===== src/rtl/add_seq16.sv =====
// Nibble-serial adder: one 4-bit slice per cycle, result valid NIBBLES cycles after accept, held until out_ready.
// Optional signed-overflow flag on port ovf when ADD_OVF_EN is defined.
module add_seq16 #(
  parameter int NIBBLES = 4
) (
  input  logic                 clk,
  input  logic                 rstn,
  input  logic                 in_valid,
  output logic                 in_ready,
  input  logic [4*NIBBLES-1:0] a,
  input  logic [4*NIBBLES-1:0] b,
  input  logic                 cin,
  output logic                 out_valid,
  input  logic                 out_ready,
  output logic [4*NIBBLES-1:0] sum,
  output logic                 cout,
  output logic                 busy
`ifdef ADD_OVF_EN
  ,
  output logic                 ovf
`endif
);

  localparam int W  = 4 * NIBBLES;
  localparam int IW = (NIBBLES > 1) ? $clog2(NIBBLES) : 1;

  localparam logic [1:0] IDLE = 2'd0;
  localparam logic [1:0] CALC = 2'd1;
  localparam logic [1:0] DONE = 2'd2;

  logic [1:0]    state_q, state_d;
  logic [IW-1:0] idx_q, idx_d;
  logic [W-1:0]  a_q, a_d, b_q, b_d;
  logic [W-1:0]  sum_q, sum_d;
  logic          carry_q, carry_d;
  logic          cout_q, cout_d;
  logic [3:0]    a_nib, b_nib;
  logic [4:0]    slice;
`ifdef ADD_OVF_EN
  logic          ovf_q, ovf_d;
`endif

  always_comb begin
    state_d = state_q;
    idx_d   = idx_q;
    a_d     = a_q;
    b_d     = b_q;
    sum_d   = sum_q;
    carry_d = carry_q;
    cout_d  = cout_q;
`ifdef ADD_OVF_EN
    ovf_d   = ovf_q;
`endif
    a_nib   = '0;
    b_nib   = '0;
    for (int k = 0; k < NIBBLES; k++) begin
      if (idx_q == IW'(k)) begin
        a_nib = a_q[4*k +: 4];
        b_nib = b_q[4*k +: 4];
      end
    end
    slice = {1'b0, a_nib} + {1'b0, b_nib} + {4'b0, carry_q};

    case (state_q)
      IDLE: begin
`ifdef ADD_OVF_EN
        ovf_d = 1'b0;
`endif
        if (in_valid) begin
          a_d     = a;
          b_d     = b;
          carry_d = cin;
          idx_d   = '0;
          state_d = CALC;
        end
      end
      CALC: begin
        // Untouched nibbles keep their previous contents until overwritten.
        for (int k = 0; k < NIBBLES; k++) begin
          if (idx_q == IW'(k)) sum_d[4*k +: 4] = slice[3:0];
        end
        carry_d = slice[4];
        if (idx_q == IW'(NIBBLES - 1)) begin
          cout_d  = slice[4];
          state_d = DONE;
`ifdef ADD_OVF_EN
          ovf_d   = (a_q[W-1] == b_q[W-1]) && (sum_d[W-1] != a_q[W-1]);
`endif
        end else begin
          idx_d = idx_q + 1'b1;
        end
      end
      DONE: begin
        if (out_ready) state_d = IDLE;
      end
      default: state_d = IDLE;
    endcase
  end

  always_ff @(posedge clk or negedge rstn) begin
    if (!rstn) begin
      state_q <= IDLE;
      idx_q   <= '0;
      a_q     <= '0;
      b_q     <= '0;
      sum_q   <= '0;
      carry_q <= 1'b0;
      cout_q  <= 1'b0;
`ifdef ADD_OVF_EN
      ovf_q   <= 1'b0;
`endif
    end else begin
      state_q <= state_d;
      idx_q   <= idx_d;
      a_q     <= a_d;
      b_q     <= b_d;
      sum_q   <= sum_d;
      carry_q <= carry_d;
      cout_q  <= cout_d;
`ifdef ADD_OVF_EN
      ovf_q   <= ovf_d;
`endif
    end
  end

  assign in_ready  = (state_q == IDLE);
  assign busy      = (state_q == CALC);
  assign out_valid = (state_q == DONE);
  assign sum       = sum_q;
  assign cout      = cout_q;
`ifdef ADD_OVF_EN
  assign ovf       = ovf_q;
`endif

endmodule

===== config.mk =====
export PLATFORM = sky130hd
export DESIGN_NAME = add_seq16
export DESIGN_NICKNAME = d
export VERILOG_FILES = /design/src/rtl/add_seq16.sv
export SDC_FILE = /design/constraint.sdc
export NUM_CORES = 1
export LEC_CHECK = 0
export ABC_AREA = 1
export CAP_MARGIN = 20
export CORE_ASPECT_RATIO = 0.6
export CORE_MARGIN = 1.5
export CORE_UTILIZATION = 40
export DETAILED_ROUTE_END_ITERATION = 7
export PLACE_DENSITY = 0.73
export SYNTH_ARGS = -nofsm -noshare
export SYNTH_HDL_FRONTEND = slang
export SYNTH_SLANG_ARGS = --single-unit
export TNS_END_PERCENT = 5

===== constraint.sdc =====
create_clock -name clk -period 6.4 [get_ports clk]
set_input_delay 0.64 -clock clk [delete_from_list [all_inputs] [get_ports clk]]
set_output_delay 0.64 -clock clk [all_outputs]
set_load 0.005 [all_outputs]

== Word level (Yosys, flattened, before mapping) ==
Index checks and enable logic that the tools add are counted.
Storage, ports and cells
  logic and storage cells: 50
  input port bits: 37
  output and inout port bits: 20
  bits in registers: 54
Cells by class
  equal/unequal tests: 9
  add/subtract/negate cells: 3
  multiplexer cells: 17
  reduce and logical (&&, ||, !) cells: 11
Operator list (count)
  $mux 4: 8
  $reduce_and 2->1: 6
  $mux 2: 5
  $eq 2x2->1 const B: 3
  $pmux 2 s3: 1
  $reduce_and 3->1: 2
  $add 4x4->5: 1
  $add 5x1->5: 1
  $eq 2x1->1 const B: 2
  $logic_not 2->1: 2
  $ne 2x1->1 const B: 2
  $ne 2x2->1 const B: 2
  $pmux 2 s2: 1
  $add 2x1->2 const B: 1
  $pmux 1 s2: 1
  $reduce_bool 2->1: 1
  $mux 1: 1

== Depth between registers and ports, before layout ==
Gate-level depths: netlist of the first run.
  depth after elaboration: 8
  mapped depth: 16
  depth with buffers taken out: 15

== Least setup slack after synthesis of the first run ==
OpenSTA, ideal clock, no wires.
  path type: register -> register
  start point: reg idx_q[0]
  end point: reg sum_q[1] (netlist: sum[1])
  period minus slack after synthesis: 2.410 ns
  required time: 6.324 ns
  library setup time: 0.076 ns
  cell stages (with the launch flop): 12
  data arrival time: 2.334 ns
  buffers on the path: 1
  slack: 3.990 ns
  path through: dfrtp_1 > inv_1 > ha_1 > buf_4 > inv_2 > or2_2 > nand3_1 > nand2_1 > fa_1 > inv_1 > fa_1 > o21ai_1
Between the ends
  word-level cells in the longest chain between the ends: 7
  elaborated cells between the ends (all ways): 15
  those cells by class: 2 x add/sub; 3 x eq/ne; 8 x mux; 2 x reduce/logical
Ends and longest elaborated chain
  from (decl): line 32  | logic [IW-1:0] idx_q, idx_d;
  from (signal assigned): line 114  | idx_q <= idx_d;
  $logic_not 2->1: line 57, 80
  $mux 4 (4 in series): line 57  | if (idx_q == IW'(k)) begin
  $add 4x4->5: line 62  | slice = {1'b0, a_nib} + {1'b0, b_nib} + {4'b0, carry_q};
  $add 5x1->5: line 62
  to (signal assigned): line 117  | sum_q <= sum_d;
  to (decl): line 34  | logic [W-1:0] sum_q, sum_d;
Several ways; a longest one is shown, not always the timed one.
A chain may end at the register's enable or synchronous reset.

== Final worst setup path of the first run ==
  start point: reg idx_q[0]
  end point: reg sum_q[5] (netlist: sum[5])
Between the ends
  word-level cells in the longest chain between the ends: 7
  elaborated cells between the ends (all ways): 15
  those cells by class: 2 x add/sub; 3 x eq/ne; 8 x mux; 2 x reduce/logical
Ends and longest elaborated chain (line)
  $logic_not 2->1: 57
  $mux 4 (4 in series): 57
  $add 4x4->5: 62
  $add 5x1->5: 62
Several ways; a longest one is shown, not always the timed one.

==> results of run 1 <==
## cells by family (layout without fill, tap and decap cells)
| group | after synthesis | in the layout | share of synthesized area |
|---|---|---|---|
| xor gates and xnor gates | 1 | 1 | 0.00330 |
| AOI/OAI and AO/OA | 27 | 27 | 0.0560 |
| adders and majority gates | 9 | 9 | 0.0480 |
| buffers and inverters | 31 | 87 | 0.0588 |
| and+or+nand+nor | 209 | 209 | 0.325 |
| DFF | 54 | 54 | 0.508 |
## final cells by class
class	instances	area, um2	share of cell area
Clock inverter	2	37.5	0.0111
Tap cell	84	105	0.0312
Timing Repair Buffer	57	563	0.167
Multi-Input combinational cell	246	1150	0.342
Sequential cell	54	1350	0.401
Inverter	22	87.6	0.0260
Clock buffer	6	72.6	0.0216
## flip-flops by register name (all words and copies together) (netlist names)
name,flops
a_q,16
b_q,16
sum,16
idx_q,2
state_q,2
carry_q,1
cout,1
## placed cells by master (no fill, tap or decap)
| cell type | n |
|---|---|
| or2_2 | 5 |
| buf_4 | 1 |
| ha_1 | 7 |
| inv_1 | 12 |
| fa_1 | 2 |
| o21ai_0 | 6 |
| buf_2 | 1 |
| o31ai_1 | 1 |
| inv_2 | 8 |
| inv_4 | 2 |
| o21ai_2 | 3 |
| clkinvlp_4 | 1 |
| xnor2_1 | 1 |
| dfrtp_1 | 54 |
| a21oi_1 | 11 |
| nand2_4 | 3 |
| nor2_4 | 4 |
| nand2_1 | 174 |
| nand3_1 | 12 |
| o21ai_1 | 6 |
| clkbuf_1 | 1 |
| nor2_1 | 11 |
| clkbuf_8 | 5 |
| clkdlybuf4s50_1 | 55 |
| bufinv_16 | 1 |
## power by group
| part | switching (uW) | total [uW] | leakage [uW] | internal [uW] |
|---|---|---|---|---|
| Combinational | 587 | 982 | 0.000984 | 395 |
| Sequential | 111 | 615 | 0.000675 | 504 |
| Clock | 113 | 230 | 0.0000514 | 117 |
| Total | 811 | 1830 | 0.00171 | 1020 |
## routing by layer
| metal | vias up | wire (um) | global-route usage |
|---|---|---|---|
| met1 | 1022 | 3180 | 0.279 |
| met5 | - | 0 | 0 |
| met4 | 0 | 39 | 0.0345 |
| met2 | 63 | 2450 | 0.276 |
| met3 | 8 | 375 | 0.0404 |
| li1 | 1126 | - | - |
## critical path, stage by stage (launching register included)
cell     delay, ns
dfrtp_1       0.42
inv_1         0.13
ha_1          0.40
inv_2         0.18
or2_2         0.30
nand3_1       0.08
nand2_1       0.07
fa_1          0.44
inv_1         0.09
fa_1          0.48
o21ai_1       0.17
## metrics by stage
stage | hold slack (ns) | setup WS (ns) | cells | power [uW] | utilization
2_1_floorplan | 0.344 | 3.99 | 331 | 1280 | -
3_3_place_gp | 0.466 | 3.75 | 463 | 1560 | 0.519
3_5_place_dp | 0.462 | 3.62 | 463 | 1600 | 0.519
4_1_cts | 0.476 | 3.58 | 471 | 1840 | 0.536
5_1_grt | 0.513 | 3.41 | 471 | 2010 | 0.536
6_report | 0.456 | 3.57 | 471 | 1830 | 0.536
## worst max path at each step
stage,from,end,slack (ns),cells past startpoint
final,idx_q[0],sum[5],3.57,10
after CTS,idx_q[0],sum[5],3.58,10
after global routing,idx_q[0],sum[1],3.41,10
after floorplan,idx_q[0],sum[1],3.99,11
after detailed placement,idx_q[0],sum[5],3.62,10
after global placement,idx_q[0],sum[5],3.75,10
==> implementation parameters, run 1 <==
Parameter                              Value

Outcome
  Status    complete, no violations

Yosys
  Post-Syn Area    approximately 0.0027 mm2
  Biggest area contributors in the synthesized netlist    dfrtp_1 (51%), nand2_1 (25%), ha_1 (3.3%)
  Most frequently used flop master after synthesis    dfrtp_1
  Sequential area share after synthesis    0.508
  Most numerous cell in the Yosys netlist    nand2_1
  Synth cell count leaders    nand2_1 (174), dfrtp_1 (54), inv_1 (12), nand3_1 (12)
  Async set or reset register ratio after synthesis    1.00
  Post-Synthesis Cells    331
  Number of flops mapped to enable cells by yosys    0
  Share of the synthesized area in the top cell type    0.508
  Library cell with the largest summed area after synthesis    dfrtp_1
  Synthesized flop and latch total    54
  Mean area per synthesized cell    8.03 um2
  Number of nets in the synthesized netlist    between 300 and 400
  Unique masters post-synth    21
  Warnings from Yosys    0

STA
  Headroom to the max-slew limit    0.555
  Hold violation count in the final report    0
  RSZ-0062 raised after global routing    no
  Clock tree skew after final layout    0.00759 ns
  Pin slew with the least headroom to its limit    0.667 ns
  Minimum clock period after layout    2.83 ns
  Number of failing setup endpoints in the final timing report    0
  Final count of pins violating max slew    0
  Highest attainable clock frequency    between 300 and 400 MHz
  Fraction of the cycle the final worst path needs    0.442
  Setup TNS    0 ns

Worst hold path
  Hold Path Class    input pin to asynchronous set/reset pin

Cells and area
  Fraction of final layout cells with drive strength greater than 1    0.0879
  Final Net Count    432
  Antenna diodes    0
  Layout fillers    615
  Area of all placed cells without fillers    around 0.0034 mm2
  Relative area change from synthesis to final layout    26.7%

Place
  Total half-perimeter wirelength after legalization and detailed placement    4.46 mm
  Count of buffers from port buffering    56
  RD Place Congestion    0.854
  Cell area after placement    0.00326 mm2

GRT
  Pin count of the biggest net entering global routing    55
  Number of global-route vias before repair    2,164
  Remaining global-route overflow    0
  Initial antenna violation count    0
  First-pass GRT wire length    10.1 mm
  Overall global routing resource usage    0.186

Drt
  Antenna-violating nets left    0
  Detailed-routing iteration count for the pre-antenna-repair pass    4
  Routed wirelength normalized by instance count    12.8 um
  DRC viols    0
  Final wirelength    6.05 mm
  Detail-routed via count per cell    ~4.7
  Vias    2,219
  Iter 0 DRT Violations    roughly 140

Floorplanning
  Core Box Area    between 0.006 and 0.007 mm2
  DIE AREA    about 0.007 mm2
  Die height    66.1 um
  Site Rows    22
  Initial core utilization    0.423
  Width of the chip    ~110 um
  Number of I/O pins    57

Clock network
  Root Buffer    clkbuf_8
  Clock transition at path regs    approximately 0.1 ns
  Clock Sink Count    54
  H-Tree Depth    2
  CTS-repair resized insts    0
  Clock buffers created by TritonCTS    5
  Hold-fix buffers at CTS    0
  Post-CTS Setup Repair Bufs    0
  Insertion delay to the later sink of the worst-skew pair    just over 0.3 ns
  Maximum buffer depth of the clock tree    2
  TritonCTS clock tree    done

Run
  Number of maximum-capacitance constraint violations    0

Pwr
  Cell Pwr Density    543 mW/mm2
  IR Drop Worst-Case VDD    between 200 and 250 uV
  Leakage power    0.00171 uW

Worst setup path
  Highest net fanout along the worst path    10
  End of the worst register-to-register path    sum[5]
  Register-to-Register Setup Slack    roughly 3.6 ns
  Path depth of the worst reg2reg path    10
  Worst Path Required    6.64 ns
  Category of the worst setup path capture point    flop
  Reg2Reg Launch Point    idx_q[0]
  Arrival time worst endpoint    3.07 ns
  Worst Setup Path Type    flop to flop
  Critical Path Source Type    flop
Power figures use the tool's default switching activity.
==> inputs of run 2 (changes only) <==
- clock period: 6.4 -> 2.7 ns (I/O delays scaled with it)
==> run 2 against run 1 <==
Clock skew decreased by 0.00088 ns; clock power increased by 140%; worst setup slack got worse by 3.4 ns; die area unchanged; hold slack improved by 0.027 ns; wire length decreased by 1.2%; critical endpoint is now sum[9]; largest cell class unchanged; highest routed layer unchanged.
==> implementation parameters, run 2 (synthesis results as in run 1) <==
Parameter                              Value

STA
  Minimum clock period after layout    2.48 ns
  Hold violation count in the final report    0
  RSZ-0062 raised after global routing    no
  Highest attainable clock frequency    403 MHz
  Final count of pins violating max slew    0
  Headroom to the max-slew limit    0.673
  Number of failing setup endpoints in the final timing report    0
  Setup TNS    0 ns
  Hold Worst Slack    between 0.4 and 0.5 ns
  Clock tree skew after final layout    0.00671 ns
  Pin slew with the least headroom to its limit    0.490 ns
  Fraction of the cycle the final worst path needs    0.918

Worst setup path
  Category of the worst setup path capture point    flop
  Register-to-Register Setup Slack    0.22 ns
  Path depth of the worst reg2reg path    10
  Arrival time worst endpoint    roughly 2.7 ns
  End of the critical path    sum[9]
  Worst Setup Path Type    flop to flop
  Critical Path Source Type    flop
  Highest net fanout along the worst path    5
  Timing startpoint of the critical path    idx_q[0]
  Reg2Reg Launch Point    idx_q[0]
  End of the worst register-to-register path    sum[9]
  Worst Path Required    approximately 3 ns

Clock network
  H-Tree Depth    2
  Maximum buffer depth of the clock tree    2
  Insertion delay to the later sink of the worst-skew pair    0.31 ns
  Root Buffer    clkbuf_8
  Clock transition at path regs    0.09 ns
  Clock buffers created by TritonCTS    5
  Clock Sink Count    54
  Post-CTS Setup Repair Bufs    0
  TritonCTS clock tree    done

Pwr
  Cell Pwr Density    1280 mW/mm2
  IR Drop Worst-Case VDD    455 uV
  Leakage power    between 0.0015 and 0.002 uW

Place
  Cell area after placement    0.00329 mm2
  Count of buffers from port buffering    56
  Total half-perimeter wirelength after legalization and detailed placement    roughly 4.6 mm
  Number of cells in the design after placement    468
  RD Place Congestion    about 0.91

Outcome
  Status    complete, no violations

Cells and area
  Final Net Count    438
  Relative area change from synthesis to final layout    28.9%
  Leading cell type in the layout, fill and taps excluded    nand2_1
  Antenna diodes    0
  Cell Count, Final, Fillers Out    476
  Commonest cells after routing, fill and taps aside    nand2_1 (174), clkdlybuf4s50_1 (55), dfrtp_1 (54), inv_1 (12), nand3_1 (12)
  Area of all placed cells without fillers    0.00342 mm2
  Post-layout util    0.546
  Fraction of final layout cells with drive strength greater than 1    0.102

GRT
  Overall global routing resource usage    0.185
  Initial antenna violation count    0
  First-pass GRT wire length    10.1 mm
  Number of global-route vias before repair    2,175
  Remaining global-route overflow    0
  Pin count of the biggest net entering global routing    35

Drt
  Detail-routed via count per cell    roughly 4.7
  Vias    roughly 2.2k
  DRC viols    0
  Antenna-violating nets left    0
  Iter 0 DRT Violations    between 200 and 250
  Final wirelength    about 6.0 mm
  Detailed-routing iteration count for the pre-antenna-repair pass    5
  Routed wirelength normalized by instance count    ~13 um

Floorplanning
  Core Box Area    approximately 0.0063 mm2
  Width of the chip    108 um
  Die height    66.1 um
  Site Rows    22
  Number of I/O pins    57
  Initial core utilization    0.423
  DIE AREA    0.00716 mm2

Run
  Number of maximum-capacitance constraint violations    0

Worst hold path
  Hold Path Class    flop to flop
-- run 2: cell count changes in the layout (fill, tap and decap cells not counted), sizes merged --
cell,previous run,this run
buf,2,7
clkinvlp,1,0
dlygate4sd3,0,1
-- run 2: repair_timing --
| item | CTS | global route |
|---|---|---|
| endpoints found under the setup margin | 0 | 4 |
| gates resized for setup | 0 | 2 |
| endpoints found under the hold margin | 54 | 0 |
| hold buffers | 1 | 0 |
-- run 2: where the power goes --
part,switching [uW],internal (uW)
clock,253,297
sequential,251,1190
combinational,1410,997
total,1910,2490
-- run 2: worst max-delay path, stage by stage (launching register included) --
cell	delay, ns
dfrtp_1	0.41
inv_1	0.13
ha_1	0.21
inv_2	0.08
or2_2	0.27
nand3_1	0.08
nand2_1	0.07
fa_1	0.43
inv_1	0.09
fa_1	0.48
o21ai_1	0.16
-- run 2: area by class of cell --
cell class              instances  area (um2)
fillers                       601        2850
flip-flops and latches         54        1350
multi-input cells             246        1160
repair buffers                 63         611
well taps                      84         105
inverters                      22        87.6
clock buffers                   6        82.6
clock inverters                 1        30.0
-- run 2: metal layers --
metal,up-vias,routed length (um),share of wire,track usage
met5,-,0,0,0
met1,1009,3100,0.52,0.279
met3,5,464,0.078,0.0424
li1,1140,-,-,-
met2,75,2370,0.40,0.269
met4,0,43,0.0072,0.0428
-- run 2: metrics by stage --
| step | worst slack, ns | power [uW] |
|---|---|---|
| floorplan | 0.290 | 3030 |
| global placement | 0.278 | 3740 |
| detailed placement | 0.198 | 3810 |
| CTS | 0.156 | 4370 |
| global route | 0.0237 | 4820 |
| finish | 0.220 | 4400 |
-- run 2: worst min path at each step --
stage,start,endpoint,cells after the start
6_report,a_q[11],a_q[11],2
3_5_place_dp,rstn,b_q[5],2
4_1_cts,sum[10],sum[10],2
2_1_floorplan,rstn,a_q[0],0
5_1_grt,b[11],b_q[11],3
3_3_place_gp,rstn,b_q[1],2
